## src/rtl/ldpc_encode_scheduler.sv

```systemverilog
// ldpc_encode_scheduler
//
// Shares one QC-LDPC encoder among four requesters. Each request is a
// spatially-coupled job of L encoder passes (one per coupled position).
// Requesters are served round-robin. For every pass the scheduler pulses
// enc_start, waits for the encoder's done level, pulses enc_restart to put
// the encoder back to idle, then waits for done to fall before the next
// pass. A watchdog aborts a pass that waits longer than TIMEOUT cycles.
//
// Handshake: req[i] is a level held by requester i until it sees its
// one-cycle job_done[i] pulse; req/req_len are only looked at while idle.
// gnt[i] is high for the whole job and drops in the cycle job_done[i]
// pulses. enc_start/enc_restart are single-cycle pulses; enc_done is a
// level that stays high until the encoder has seen enc_restart.
//
// Ports:
//   clk, rst_n       clock, asynchronous active-low reset
//   req, req_len     per-requester request level and job length L
//   gnt, job_done    one-hot grant level and end-of-job pulse
//   sel, pos         granted requester index and current coupled position
//   busy             high whenever the FSM is not idle
//   enc_start        start pulse to the encoder
//   enc_restart      return-to-idle pulse to the encoder
//   enc_done         encoder done level
//   err_timeout      sticky watchdog flag, cleared by err_clr
//
// Every output comes straight from a flop; control pulses therefore appear
// in the cycle after the FSM state that requests them.

module ldpc_encode_scheduler #(
  parameter int POS_W   = 4,
  parameter int TIMEOUT = 4096,
  parameter int TO_W    = 13
) (
  input  logic               clk,
  input  logic               rst_n,
  input  logic [3:0]         req,
  input  logic [4*POS_W-1:0] req_len,
  output logic [3:0]         gnt,
  output logic [3:0]         job_done,
  output logic [1:0]         sel,
  output logic [POS_W-1:0]   pos,
  output logic               busy,
  output logic               enc_start,
  output logic               enc_restart,
  input  logic               enc_done,
  output logic               err_timeout,
  input  logic               err_clr
);

  localparam logic [2:0] S_IDLE     = 3'd0;
  localparam logic [2:0] S_LAUNCH   = 3'd1;
  localparam logic [2:0] S_WAIT     = 3'd2;
  localparam logic [2:0] S_RECOVER  = 3'd3;
  localparam logic [2:0] S_DRAIN    = 3'd4;
  localparam logic [2:0] S_COMPLETE = 3'd5;
  localparam logic [2:0] S_ABORT    = 3'd6;

  localparam logic [TO_W-1:0] TIMER_LAST = TO_W'(TIMEOUT - 1);

  logic [2:0]       state_q, state_d;
  logic [3:0]       gnt_q, gnt_d;
  logic [3:0]       job_done_q, job_done_d;
  logic [1:0]       sel_q, sel_d;
  logic [1:0]       last_q, last_d;
  logic [POS_W-1:0] pos_q, pos_d;
  logic [POS_W-1:0] len_q, len_d;
  logic [TO_W-1:0]  timer_q, timer_d;
  logic             busy_q, busy_d;
  logic             enc_start_q, enc_start_d;
  logic             enc_restart_q, enc_restart_d;
  logic             err_q, err_d;

  // Round-robin pick: scan last+1, last+2, ... (mod 4) for the first request.
  logic             arb_found;
  logic [1:0]       arb_idx;
  logic [1:0]       arb_cand;
  logic [POS_W-1:0] arb_len;

  always_comb begin
    arb_found = 1'b0;
    arb_idx   = last_q;
    arb_cand  = last_q;
    for (int k = 1; k <= 4; k++) begin
      arb_cand = last_q + 2'(k);
      if (!arb_found && req[arb_cand]) begin
        arb_found = 1'b1;
        arb_idx   = arb_cand;
      end
    end
    arb_len = req_len[arb_idx*POS_W +: POS_W];
  end

  always_comb begin
    state_d       = state_q;
    gnt_d         = gnt_q;
    job_done_d    = 4'b0000;
    sel_d         = sel_q;
    last_d        = last_q;
    pos_d         = pos_q;
    len_d         = len_q;
    timer_d       = timer_q;
    enc_start_d   = 1'b0;
    enc_restart_d = 1'b0;
    // A timeout later in this block overrides the clear (set wins).
    err_d         = err_clr ? 1'b0 : err_q;

    case (state_q)
      S_IDLE: begin
        if (arb_found) begin
          sel_d  = arb_idx;
          last_d = arb_idx;
          len_d  = arb_len;
          if (arb_len == '0) begin
            // Zero-length job: acknowledge without touching the encoder.
            job_done_d = 4'b0001 << arb_idx;
          end else begin
            gnt_d   = 4'b0001 << arb_idx;
            pos_d   = '0;
            state_d = S_LAUNCH;
          end
        end
      end
      S_LAUNCH: begin
        enc_start_d = 1'b1;
        timer_d     = '0;
        state_d     = S_WAIT;
      end
      S_WAIT: begin
        // Done is checked first so a pass finishing on its last allowed
        // cycle is not counted as a timeout.
        if (enc_done) begin
          state_d = S_RECOVER;
        end else if (timer_q == TIMER_LAST) begin
          err_d   = 1'b1;
          state_d = S_ABORT;
        end else begin
          timer_d = timer_q + TO_W'(1);
        end
      end
      S_RECOVER: begin
        enc_restart_d = 1'b1;
        state_d       = S_DRAIN;
      end
      S_DRAIN: begin
        // The encoder's done level must fall before the next start, or the
        // next WAIT would see the previous pass's done.
        if (!enc_done) begin
          if (pos_q == len_q - POS_W'(1)) begin
            state_d = S_COMPLETE;
          end else begin
            pos_d   = pos_q + POS_W'(1);
            state_d = S_LAUNCH;
          end
        end
      end
      S_COMPLETE: begin
        job_done_d = 4'b0001 << sel_q;
        gnt_d      = 4'b0000;
        pos_d      = '0;
        state_d    = S_IDLE;
      end
      S_ABORT: begin
        enc_restart_d = 1'b1;
        job_done_d    = 4'b0001 << sel_q;
        gnt_d         = 4'b0000;
        pos_d         = '0;
        state_d       = S_IDLE;
      end
      default: begin
        gnt_d   = 4'b0000;
        pos_d   = '0;
        state_d = S_IDLE;
      end
    endcase

    busy_d = (state_d != S_IDLE);
  end

  always_ff @(posedge clk or negedge rst_n) begin
    if (!rst_n) begin
      state_q       <= S_IDLE;
      gnt_q         <= 4'b0000;
      job_done_q    <= 4'b0000;
      sel_q         <= 2'd0;
      last_q        <= 2'd3;
      pos_q         <= '0;
      len_q         <= '0;
      timer_q       <= '0;
      busy_q        <= 1'b0;
      enc_start_q   <= 1'b0;
      enc_restart_q <= 1'b0;
      err_q         <= 1'b0;
    end else begin
      state_q       <= state_d;
      gnt_q         <= gnt_d;
      job_done_q    <= job_done_d;
      sel_q         <= sel_d;
      last_q        <= last_d;
      pos_q         <= pos_d;
      len_q         <= len_d;
      timer_q       <= timer_d;
      busy_q        <= busy_d;
      enc_start_q   <= enc_start_d;
      enc_restart_q <= enc_restart_d;
      err_q         <= err_d;
    end
  end

  assign gnt         = gnt_q;
  assign job_done    = job_done_q;
  assign sel         = sel_q;
  assign pos         = pos_q;
  assign busy        = busy_q;
  assign enc_start   = enc_start_q;
  assign enc_restart = enc_restart_q;
  assign err_timeout = err_q;

endmodule

```

## config.mk

```make
export PLATFORM = sky130hd
export DESIGN_NAME = ldpc_encode_scheduler
export DESIGN_NICKNAME = d
export VERILOG_FILES = /design/src/rtl/ldpc_encode_scheduler.sv
export SDC_FILE = /design/constraint.sdc
export NUM_CORES = 1
export LEC_CHECK = 0
export CORE_UTILIZATION = 47
export CTS_BUF_LIST = sky130_fd_sc_hd__clkbuf_16
export CTS_CLUSTER_SIZE = 24
export DETAILED_ROUTE_END_ITERATION = 12
export PLACE_DENSITY = 0.87
export RECOVER_POWER = 50
export SLEW_MARGIN = 20
export SYNTH_ARGS = -nofsm -noshare
export SYNTH_HDL_FRONTEND = slang
export SYNTH_SLANG_ARGS = --single-unit
```

## constraint.sdc

```tcl
create_clock -name clk -period 2.6 [get_ports clk]
set_clock_uncertainty 0.05 [all_clocks]
set_input_delay 0.52 -clock clk [delete_from_list [all_inputs] [get_ports clk]]
set_output_delay 0.52 -clock clk [all_outputs]
set_load 0.03 [all_outputs]
```

==> flow_summary_export.csv <==
group,metric,value,unit
die,num_rows,25,
sta,tightestPinTransition,2.10,ns
logic_synthesis,yosysTopAreaCell,"dfrtp_1",
logic_synthesis,syn_avg_cell_area,9.37,µm²
critical_path,path_buf_inv,0,
pwr,ir_worst_vdd,622,µV
global_route,grt_max_degree,41,
critical_path,max_stage_delay,0.62,ns
logic_synthesis,synthDistinctLibCells,53,
sta,drv_slew,41,
die,dieHeight,72.3,µm
layout,nets,334,
layout,fillCellCount,324,
die,dieArea,5230,µm²
detailed_routing,wl,6860,µm
sta,post-route-period-util,98.8,%
place,portBuffers,41,
detailed_routing,drtAntennaViolNets,0,
clock_network,cts_root_buf,"clkbuf_16",
clock_network,clock-sinks,40,
layout,antenna_cells,0,
logic_synthesis,synth-edff-count,0,
clock_network,clk_latency,0.29,ns
critical_path,arrival,2.67,ns
critical_path,crit_slowest_cell,"dfstp_2",
logic_synthesis,yosys_warnings,0,
logic_synthesis,synthCells,248,
layout,stdcell_area,3280,µm²
clock_network,numCtsBuffers,5,
outcome,violations,"max-capacitance violations, max-slew violations",
logic_synthesis,ys_ff_latch,40,
clock_network,clockBufferDepth,2,
logic_synthesis,netlist_top_cells_area,"dfrtp_1 41%, xor2_1 4.1%, nand2_1 3.9%",
logic_synthesis,synth_seq_area_share,43.2,%
logic_synthesis,synth_top_area_share,40.9,%
detailed_routing,drc,0,
clock_network,cts_hold_buf,0,
logic_synthesis,yosysMostFrequentCell,"dfrtp_1",
pwr,power_leakage,0.00139,µW
worst_hold_path,hp-class,"register to register",
place,gp_congestion,0.856,
critical_path,worstSetupPathType,"register to register",
die,num_io_pins,42,
detailed_routing,firstDrtPassIters,5,
critical_path,crit_path_cell_trace,"mux2_4, o21a_4, a221oi_4, o22ai_2, o21a_4, or3_1",
layout,drive_gt1_share,17.2,%
global_route,gr-total-overflow,0,
sta,setup_viol,0,
logic_synthesis,syn_nets,275,
layout,fin_util,69.1,%
clock_network,clkTransAtPathRegs,0.06,ns
critical_path,critPathMaxFanout,8,
run,maxCapViolations,1,
outcome,status,"finished with violations",
clock_network,htree_levels,2,
logic_synthesis,synthArstFlopShare,100,%
critical_path,cp.required,2.70,ns
global_route,grt_pass1_wl,10200,µm
sta,final_hold_viol_count,0,
critical_path,cp-start-kind,"register",
place,place_area,2890,µm²
die,coreArea,4750,µm²
detailed_routing,via_per_inst,5.99,
critical_path,cp_top_family,"compound AO/OA/AOI/OAI gates",
die,start_util,48.9,%
global_route,antenna_found_initial,0,
critical_path,crit_top_cell,"o21a_4",
place,dp_hpwl,3770,µm
logic_synthesis,synth_common_cells,"38 x dfrtp_1, 24 x nand2_1, 24 x nor2_1",
pwr,power_density,1130,nW/µm²
layout,area_growth,41.3,%
die,die_w,72.3,µm
layout,ff_latch_area,1000,µm²
sta,min_period,2.57,ns
global_route,grt_pass1_vias,2117,
clock_network,tritoncts,"done",
logic_synthesis,syn_area,2320,µm²
critical_path,crit_path_end_kind,"register",
sta,clock.fmax,0.389,GHz
detailed_routing,num_vias,2247,
detailed_routing,wl_per_cell,18.3,µm
global_route,grt_usage,25.3,%
logic_synthesis,synth-main-ff-cell,"dfrtp_1",
layout,multi_input_area,1410,µm²
sta,max_slew_margin,-39.9,%
detailed_routing,drt_iter0_drc,206,
## through the flow
stage          setup slack, ns  total power, µW  hold WS (ns)  instances  setup TNS [ns]
2_1_floorplan            0.102             2010         0.174        248               0
3_3_place_gp            -0.267             2510         0.454        362           -2.53
3_5_place_dp            -0.377             2570         0.452        362           -4.04
4_1_cts                 0.0206             3430         0.344        371               0
5_1_grt                -0.0219             3890         0.508        375         -0.0219
6_report                0.0319             3700         0.492        375               0
## routing by layer
| layer | track usage, % | part of all wire [%] |
|---|---|---|
| met1 | 33.5 | 43 |
| met4 | 6.75 | 1.7 |
| met3 | 4.86 | 5.6 |
| met2 | 42.7 | 50 |
| met5 | 0 | 0 |
## sequential cells by signal (all words and copies together), names as in the netlist
register / flops
gnt: 4
timer_q: 13
state_q: 3
pos: 4
busy: 1
job_done: 4
err_timeout: 1
enc_restart: 1
last_q: 2
enc_start: 1
len_q: 4
sel: 2
## layout make-up
cell class,count,area share (%)
clock inverters,3,1.14
well taps,67,2.55
clock buffers,5,3.81
flip-flops and latches,40,30.6
multi-input cells,187,43.0
inverters,10,1.14
repair buffers,63,17.8
## final timing paths
kind / from / endpoint / slack (ns) / cells past startpoint
max in group asynchronous: rst_n / job_done[3] / 0.51 / 1
max reg2reg: last_q[1] / state_q[0] / 0.03 / 6
min: timer_q[7] / timer_q[7] / 0.49 / 2
min in group asynchronous: rst_n / pos[2] / 0.79 / 1
min reg2reg: timer_q[7] / timer_q[7] / 0.49 / 2
max: last_q[1] / state_q[0] / 0.03 / 6
## where the power goes
part	internal [µW]	switching [µW]	total, µW
Sequential	796	209	1010
Combinational	883	1120	2000
Clock	446	244	690
Total	2130	1570	3700
## worst min-delay path, stage by stage, from the launching register on
cell	delay, ns
dfrtp_1	0.36
xor2_1	0.08
nor2_1	0.07
## cell families after synthesis
kind of cell	Yosys count	share of synthesized area (%)
fa+ha+maj	3	1.62
xor+xnor	15	5.65
compound gates	71	23.6
buf+inv	21	3.72
simple gates	94	20.0
mux	4	2.21
flops	40	43.2
## what timing repair did
| item | CTS | global route |
|---|---|---|
| buffers inserted | 1 | 4 |
| resized for setup | 15 | 16 |
| gates cloned | 0 | 0 |
| endpoints found under the setup margin | 13 | 14 |
| pin swaps | 1 | 11 |
## layout by cell type, fill, tap and decap left out, types with 7 or more instances in the layout
cell             Yosys  final
clkdlybuf4s50_1      0     32
dfrtp_1             38     38
a221oi_4             0      8
nand2b_1             8      8
xor2_1              11     11
nor2_1              24     24
nand2_1             24     24
o21ai_0             12     12
nand3_1              7      7
buf_4                0     20
inv_1               10     10
No activity file was read; power rests on OpenSTA's default activity.
